<file path="src/rtl/bsg_blackparrot_tag_cfg_sender_pkg.sv">
// Shared definitions for the bsg_tag configuration sender.
//   bsg_tag_sender_state_e : sender FSM states
//   safe_clog2             : $clog2 that never returns 0 (field widths stay >= 1)
//   tag_header_len         : bits in a tag packet header (start + len + dnr + node id)
package bsg_chip_pkg;

  typedef enum logic [1:0] {
    e_init_ones  = 2'd0,
    e_init_zeros = 2'd1,
    e_idle       = 2'd2,
    e_send       = 2'd3
  } bsg_tag_sender_state_e;

  function automatic int safe_clog2(input int x);
    return (x <= 1) ? 1 : $clog2(x);
  endfunction

  function automatic int tag_header_len(input int len_width, input int node_id_width);
    return 1 + len_width + 1 + node_id_width;
  endfunction

endpackage

</file>
<file path="src/rtl/bsg_blackparrot_tag_cfg_sender_if.sv">
// Parallel configuration-write port of the tag sender (ready/valid).
//   v_i              : write valid (master -> slave)
//   ready_o          : sender can accept a write (slave -> master)
//   node_id_i        : destination tag client
//   data_not_reset_i : 1 = data write, 0 = client reset packet
//   len_i            : payload bit count
//   data_i           : payload, only [len_i-1:0] is sent
interface bsg_blackparrot_tag_cfg_sender_if
  import bsg_chip_pkg::*;
#(
  parameter int max_payload_width_p = 16,
  parameter int node_id_width_p     = 2,
  parameter int len_width_p         = safe_clog2(max_payload_width_p + 1)
);
  logic                           v_i;
  logic                           ready_o;
  logic [node_id_width_p-1:0]     node_id_i;
  logic                           data_not_reset_i;
  logic [len_width_p-1:0]         len_i;
  logic [max_payload_width_p-1:0] data_i;

  modport master (
    output v_i, node_id_i, data_not_reset_i, len_i, data_i,
    input  ready_o
  );

  modport slave (
    input  v_i, node_id_i, data_not_reset_i, len_i, data_i,
    output ready_o
  );
endinterface

</file>
<file path="src/rtl/bsg_blackparrot_tag_pkt_serializer.sv">
// Parallel-in, LSB-first serial-out shift register for one tag packet.
//   clk_i, reset_i : clock, synchronous active-high reset
//   load_i         : capture pkt_i and start shifting
//   len_i          : packet bit count (header + payload)
//   pkt_i          : packet, first bit in [0]; bits at/above len_i must be 0
//   bit_o          : next bit to put on the line (pkt_i[0] while loading)
//   last_o         : no shifts left; the line is carrying the trailing guard 0
module bsg_blackparrot_tag_pkt_serializer #(
  parameter int width_p     = 25,
  parameter int cnt_width_p = 5
) (
  input  logic                   clk_i,
  input  logic                   reset_i,
  input  logic                   load_i,
  input  logic [cnt_width_p-1:0] len_i,
  input  logic [width_p-1:0]     pkt_i,
  output logic                   bit_o,
  output logic                   last_o
);

  logic [width_p-1:0]     sr_r;
  logic [cnt_width_p-1:0] cnt_r;

  // Bit 0 goes straight to the line on the load edge, so the register keeps
  // the remaining bits. Counting len_i shifts (not len_i-1) shifts one zero
  // beyond the packet end, which becomes the guard bit for free.
  always_ff @(posedge clk_i) begin
    if (reset_i) begin
      sr_r  <= '0;
      cnt_r <= '0;
    end else if (load_i) begin
      sr_r  <= pkt_i >> 1;
      cnt_r <= len_i;
    end else if (cnt_r != '0) begin
      sr_r  <= sr_r >> 1;
      cnt_r <= cnt_r - 1'b1;
    end
  end

  assign bit_o  = load_i ? pkt_i[0] : sr_r[0];
  assign last_o = (cnt_r == '0);

endmodule

</file>
<file path="src/rtl/bsg_blackparrot_tag_cfg_sender.sv">
// Transmitting end of the bsg_tag config channel: emits the tag-network init
// sequence after reset, then serializes each accepted write into a packet.
//   clk_i, reset_i : clock, synchronous active-high reset
//   cfg            : configuration write port (slave side)
//   tag_o          : registered serial tag line, idles at 0
//   busy_o         : init in progress or packet in flight (= ~ready)
//
// state        | meaning
// e_init_ones  | tag_o held 1 for init_ones_p cycles
// e_init_zeros | tag_o held 0 for init_zeros_p cycles
// e_idle       | ready, tag_o 0, waiting for a write
// e_send       | shifting packet bits, then one guard 0
module bsg_blackparrot_tag_cfg_sender
  import bsg_chip_pkg::*;
#(
  parameter int els_p               = 3,
  parameter int node_id_width_p     = safe_clog2(els_p),
  parameter int max_payload_width_p = 16,
  parameter int init_ones_p         = 8,
  parameter int init_zeros_p        = 4
) (
  input  logic                                clk_i,
  input  logic                                reset_i,
  bsg_blackparrot_tag_cfg_sender_if.slave     cfg,
  output logic                                tag_o,
  output logic                                busy_o
);

  localparam int len_width_lp      = safe_clog2(max_payload_width_p + 1);
  localparam int hdr_len_lp        = tag_header_len(len_width_lp, node_id_width_p);
  localparam int pkt_width_lp      = hdr_len_lp + max_payload_width_p;
  localparam int bit_cnt_width_lp  = safe_clog2(pkt_width_lp + 1);
  localparam int init_max_lp       = (init_ones_p > init_zeros_p) ? init_ones_p : init_zeros_p;
  localparam int init_cnt_width_lp = safe_clog2(init_max_lp + 1);

  bsg_tag_sender_state_e         state_r, state_n;
  logic [init_cnt_width_lp-1:0]  init_cnt_r, init_cnt_n;
  logic                          tag_r, tag_n;
  logic                          ready;
  logic                          load;
  logic                          ser_bit, ser_last;

  logic [len_width_lp-1:0]        len_clamped;
  logic [max_payload_width_p-1:0] payload_mask;
  logic [pkt_width_lp-1:0]        pkt;
  logic [bit_cnt_width_lp-1:0]    pkt_bits;

  // Oversized lengths are clamped so the length field and the bit count agree.
  assign len_clamped  = (cfg.len_i > len_width_lp'(max_payload_width_p))
                        ? len_width_lp'(max_payload_width_p) : cfg.len_i;
  // Masking unsent payload bits keeps the bits past the packet end at zero,
  // which the serializer relies on for the guard bit.
  assign payload_mask = ~({max_payload_width_p{1'b1}} << len_clamped);
  assign pkt          = {cfg.data_i & payload_mask, cfg.node_id_i,
                         cfg.data_not_reset_i, len_clamped, 1'b1};
  assign pkt_bits     = bit_cnt_width_lp'(hdr_len_lp) + bit_cnt_width_lp'(len_clamped);

  bsg_blackparrot_tag_pkt_serializer #(
    .width_p     (pkt_width_lp),
    .cnt_width_p (bit_cnt_width_lp)
  ) serializer (
    .clk_i   (clk_i),
    .reset_i (reset_i),
    .load_i  (load),
    .len_i   (pkt_bits),
    .pkt_i   (pkt),
    .bit_o   (ser_bit),
    .last_o  (ser_last)
  );

  always_ff @(posedge clk_i) begin
    if (reset_i) begin
      state_r    <= e_init_ones;
      init_cnt_r <= '0;
      tag_r      <= 1'b0;
    end else begin
      state_r    <= state_n;
      init_cnt_r <= init_cnt_n;
      tag_r      <= tag_n;
    end
  end

  // tag_n is the line value for the next cycle; init_cnt counts cycles of the
  // current phase already driven onto the line.
  always_comb begin
    state_n    = state_r;
    init_cnt_n = init_cnt_r;
    tag_n      = 1'b0;
    load       = 1'b0;
    unique case (state_r)
      e_init_ones: begin
        if (init_cnt_r == init_cnt_width_lp'(init_ones_p)) begin
          state_n    = e_init_zeros;
          init_cnt_n = init_cnt_width_lp'(1);
        end else begin
          init_cnt_n = init_cnt_r + 1'b1;
          tag_n      = 1'b1;
        end
      end
      e_init_zeros: begin
        if (init_cnt_r == init_cnt_width_lp'(init_zeros_p)) begin
          state_n    = e_idle;
          init_cnt_n = '0;
        end else begin
          init_cnt_n = init_cnt_r + 1'b1;
        end
      end
      e_idle: begin
        if (cfg.v_i) begin
          state_n = e_send;
          load    = 1'b1;
          tag_n   = ser_bit;
        end
      end
      e_send: begin
        if (ser_last) state_n = e_idle;
        else          tag_n   = ser_bit;
      end
      default: state_n = e_init_ones;
    endcase
  end

  assign ready       = (state_r == e_idle);
  assign cfg.ready_o = ready;
  assign busy_o      = ~ready;
  assign tag_o       = tag_r;

  always_ff @(posedge clk_i) begin
    if (!reset_i && cfg.v_i && ready)
      assert (cfg.len_i <= len_width_lp'(max_payload_width_p))
        else $warning("len_i=%0d above max_payload_width_p=%0d, clamped",
                      cfg.len_i, max_payload_width_p);
  end

endmodule

</file>
<file path="src/flat_wrapper.sv">
// flat-port wrapper written by rule: the top's interface ports become plain ports
module bsg_blackparrot_tag_cfg_sender_flat import bsg_chip_pkg::*;
#(
  parameter int els_p               = 3,
  parameter int node_id_width_p     = safe_clog2(els_p),
  parameter int max_payload_width_p = 16,
  parameter int init_ones_p         = 8,
  parameter int init_zeros_p        = 4
)
  (clk_i, reset_i, tag_o, busy_o, cfg_v_i, cfg_node_id_i, cfg_data_not_reset_i, cfg_len_i, cfg_data_i, cfg_ready_o);
  bsg_blackparrot_tag_cfg_sender_if #(.max_payload_width_p(max_payload_width_p), .node_id_width_p(node_id_width_p), .len_width_p((5))) cfg_i ();
  input  logic clk_i;
  input  logic reset_i;
  output logic tag_o;
  output logic busy_o;
  input wire logic [$bits(cfg_i.v_i)-1:0] cfg_v_i;
  input wire logic [$bits(cfg_i.node_id_i)-1:0] cfg_node_id_i;
  input wire logic [$bits(cfg_i.data_not_reset_i)-1:0] cfg_data_not_reset_i;
  input wire logic [$bits(cfg_i.len_i)-1:0] cfg_len_i;
  input wire logic [$bits(cfg_i.data_i)-1:0] cfg_data_i;
  output wire logic [$bits(cfg_i.ready_o)-1:0] cfg_ready_o;
  assign cfg_i.v_i = cfg_v_i;
  assign cfg_i.node_id_i = cfg_node_id_i;
  assign cfg_i.data_not_reset_i = cfg_data_not_reset_i;
  assign cfg_i.len_i = cfg_len_i;
  assign cfg_i.data_i = cfg_data_i;
  assign cfg_ready_o = cfg_i.ready_o;
  bsg_blackparrot_tag_cfg_sender #(.els_p(els_p), .node_id_width_p(node_id_width_p), .max_payload_width_p(max_payload_width_p), .init_ones_p(init_ones_p), .init_zeros_p(init_zeros_p)) u_core (.clk_i(clk_i), .reset_i(reset_i), .cfg(cfg_i), .tag_o(tag_o), .busy_o(busy_o));
endmodule
</file>
<file path="config.mk">
export PLATFORM = sky130hd
export DESIGN_NAME = bsg_blackparrot_tag_cfg_sender_flat
export DESIGN_NICKNAME = d
export VERILOG_FILES = /design/src/rtl/bsg_blackparrot_tag_cfg_sender_pkg.sv /design/src/rtl/bsg_blackparrot_tag_cfg_sender_if.sv /design/src/rtl/bsg_blackparrot_tag_pkt_serializer.sv /design/src/rtl/bsg_blackparrot_tag_cfg_sender.sv /design/src/flat_wrapper.sv
export SDC_FILE = /design/constraint.sdc
export NUM_CORES = 1
export LEC_CHECK = 0
export ABC_AREA = 1
export ABC_CLOCK_PERIOD_IN_PS = 2000
export CORE_MARGIN = 2
export CORE_UTILIZATION = 25
export DETAILED_ROUTE_END_ITERATION = 16
export GPL_TIMING_DRIVEN = 0
export PLACE_DENSITY_LB_ADDON = 0.2
export REMOVE_ABC_BUFFERS = 1
export SLEW_MARGIN = 20
export SYNTH_ARGS = -nofsm -noshare
export SYNTH_HDL_FRONTEND = slang
export SYNTH_SLANG_ARGS = --single-unit
</file>
<file path="constraint.sdc">
create_clock -name clk_i -period 2 [get_ports clk_i]
set_input_delay 0.4 -clock clk_i [delete_from_list [all_inputs] [get_ports clk_i]]
set_output_delay 0.4 -clock clk_i [all_outputs]
set_load 0.05 [all_outputs]
</file>
==> results.md <==
* Average cell area after synthesis at roughly 6.7 um^2
* Global-route wire length before repair at approximately 9300 um
* Number of hold buffers added after cts at 0
* Final count of negative-setup-slack endpoints at 0
* Via density per instance at 4.60
* Bufs on Longest Clock Path at 2
* Via count at around 2000
* Critical Setup Path Class: in2reg
* TritonRoute pass-1 iters at 7
* Final nets at approximately 370
* Root buf cell: sky130_fd_sc_hd__clkbuf_8
* Tcrit/Tclk final at 0.938
* Dpl cell area at about 2400 um^2
* Hold/Removal Path Class: reg2reg
* Worst setup EP type: flop
* Cell area after technology mapping at about 2000 um^2
* Highest Clock Rate at ~0.53 GHz
* Tightest slew margin relative to the limit at 0.557
* Leading cell type in the layout, fill and taps excluded: sky130_fd_sc_hd__nand2_1
* Final antenna-violating net count at 0
* Count of yosys warnings during synthesis at 0
* Most used cells in the layout excluding fill and tap cells: 71 x sky130_fd_sc_hd__nand2_1, 35 x sky130_fd_sc_hd__dfxtp_1, 30 x sky130_fd_sc_hd__inv_1, 30 x sky130_fd_sc_hd__nand3_1, 30 x sky130_fd_sc_hd__a21oi_1
* Crit-path max FO at 38
* Placement Rows at 32
* Final Skew at just over 9 ps
* Sequential element share of the synthesized area at 0.354
* Total leakage power at 0.00107 uW
* Area growth, synth to finish at 23.9%
* Overflow left after global routing at 0
* Worst slew pin tran at 665 ps
* Iter 0 DRT Violations at approximately 110
* Number of buffers inserted by port buffering at 29
* Vertical die dimension at roughly 94 um
* Endpoints failing hold at 0
* Async set or reset register ratio after synthesis at 0
* Minimum clock period after layout at around 1900 ps
* Cell variety after synth at 26
* Die area at 8870 um^2
* Result of the run: finished clean
* CTS HTree Levels at 2
* Power density over cell area at ~1100 nW/um^2
* TritonCTS Buffers at 5
* Mapped Cells at between 300 and 400
* Total wire length at about 5600 um
* Count of boundary I/O pins at 30
* RSZ-0062 raised after global routing: false
* Area of all placed cells without fillers at between 2000 and 3000 um^2
* TritonCTS clock tree: done
* Nature of the critical path startpoint: primary input
* Arrival time worst endpoint at 2120 ps
* RD Place Congestion at about 0.8
* Initial core utilization at 0.260
* Primary flip-flop cell chosen by synthesis mapping: sky130_fd_sc_hd__dfxtp_1
* Number of enable flip-flop cells after synthesis at 0
* Required time of the worst setup path at between 2000 and 2500 ps
* Via count of the first global-routing pass at 1907
* Wirelength per Cell at around 13 um
* Final Slew Violations at 0
* Antenna violations before repair at 0
* Width of the die at 94.2 um
* Half-perimeter wire length after placement at approximately 3700 um
* Share of post-route cells with drive strength above 1 at 0.0934
* Max rail drop VDD at about 0.29 mV
* Tot Pwr at roughly 2700 uW
* Clock insertion delay at the later pin of the skew report at a little under 300 ps
* Clock tree sinks at 36
* Number of antenna diodes at 0
* Clock transition at path regs at around 80 ps
* Largest net degree at the start of global routing at 39
* Tot GR Track Use at 0.133
* DRC violation count after routing at 0
* Post-route worst hold slack at approximately 450 ps
* Flops & latches, synth at 36
* Core outline area at 7810 um^2
* Maximum Capacitance Violations at 0
==> sequential cells by signal (all words and copies together), names as in the netlist <==
register / flops
u_core.serializer.sr_r: 24
u_core.state_r: 2
u_core.init_cnt_r: 4
u_core.serializer.cnt_r: 5
u_core.tag_o: 1
==> where the power goes <==
part | total [uW] | switching, uW | leakage, uW | internal (uW)
clock network | 655 | 286 | 0.0000541 | 369
logic | 1060 | 696 | 0.000724 | 368
registers | 978 | 83.0 | 0.000296 | 895
total | 2700 | 1070 | 0.00107 | 1630
==> worst max-delay path, cell delays in order <==
cell and delay [ps]:
sky130_fd_sc_hd__clkdlybuf4s50_1 540, sky130_fd_sc_hd__nand3_4 420, sky130_fd_sc_hd__nand2_8 350, sky130_fd_sc_hd__nand2_1 160
sky130_fd_sc_hd__nor2_1 130, sky130_fd_sc_hd__nand2_1 50, sky130_fd_sc_hd__inv_1 40
==> final timing paths <==
| path | startpoint | slack [ps] | cells past startpoint | end |
|---|---|---|---|---|
| max reg2reg | u_core.serializer.cnt_r[0] | 210 | 9 | u_core.serializer.cnt_r[3] |
| min | u_core.serializer.sr_r[23] | 450 | 2 | u_core.serializer.sr_r[23] |
| min reg2reg | u_core.serializer.sr_r[23] | 450 | 2 | u_core.serializer.sr_r[23] |
| max | cfg_v_i | 120 | 7 | u_core.serializer.cnt_r[3] |
==> synth_stat cells (3+ instances only) <==
cell type                  number  share of area
sky130_fd_sc_hd__nand2_1       72           0.13
sky130_fd_sc_hd__nand3_1       30          0.074
sky130_fd_sc_hd__buf_6          6          0.033
sky130_fd_sc_hd__ha_1           7          0.043
sky130_fd_sc_hd__dfxtp_1       36           0.35
sky130_fd_sc_hd__o21ai_0       24          0.059
sky130_fd_sc_hd__nand4_1        3         0.0092
sky130_fd_sc_hd__inv_2          4         0.0074
sky130_fd_sc_hd__o21ai_1       10          0.025
sky130_fd_sc_hd__o211ai_1       4          0.015
sky130_fd_sc_hd__a21oi_1       30          0.074
sky130_fd_sc_hd__nor2_1        28          0.052
sky130_fd_sc_hd__clkbuf_1       4         0.0074
sky130_fd_sc_hd__inv_1         32          0.059
==> through the flow <==
stage	TNS [ps]	utilization	cells	setup WS, ps
2_1_floorplan	-457	-	292	-254
3_3_place_gp	-6870	0.302	423	-407
3_5_place_dp	-7440	0.302	423	-423
4_1_cts	0	0.318	432	38.4
5_1_grt	0	0.323	434	7.02
6_report	0	0.323	434	124
==> per-layer routing <==
layer / global-route usage / up-vias / share of wire
li1: - / 1050 / -
met1: 0.188 / 897 / 0.50
met2: 0.204 / 43 / 0.44
met3: 0.0321 / 6 / 0.043
met4: 0.0326 / 0 / 0.0086
met5: 0 / - / 0
==> final cells by class <==
type	instances	area, um^2
flip-flops and latches	36	722
clock buffers	5	68.8
fillers	872	5290
repair inverters	1	7.51
clock inverters	3	42.5
well taps	102	128
inverters	37	150
multi-input cells	220	1100
repair buffers	30	299
==> cells by family after synthesis <==
| logic type | count (synthesis) | share of synthesized area |
|---|---|---|
| DFF | 36 | 0.354 |
| and+or+nand+nor | 143 | 0.310 |
| adders and majority gates | 7 | 0.0431 |
| AOI/OAI and AO/OA | 69 | 0.175 |
| buffers and inverters | 49 | 0.118 |
==> repair_timing <==
item                                    in CTS  in global routing
pin swaps                                    0                  3
buffers inserted                             0                  1
endpoints found under the setup margin      25                 19
gates cloned                                 1                  1
resized for setup                           13                  9
Power figures use the tool's default switching activity.
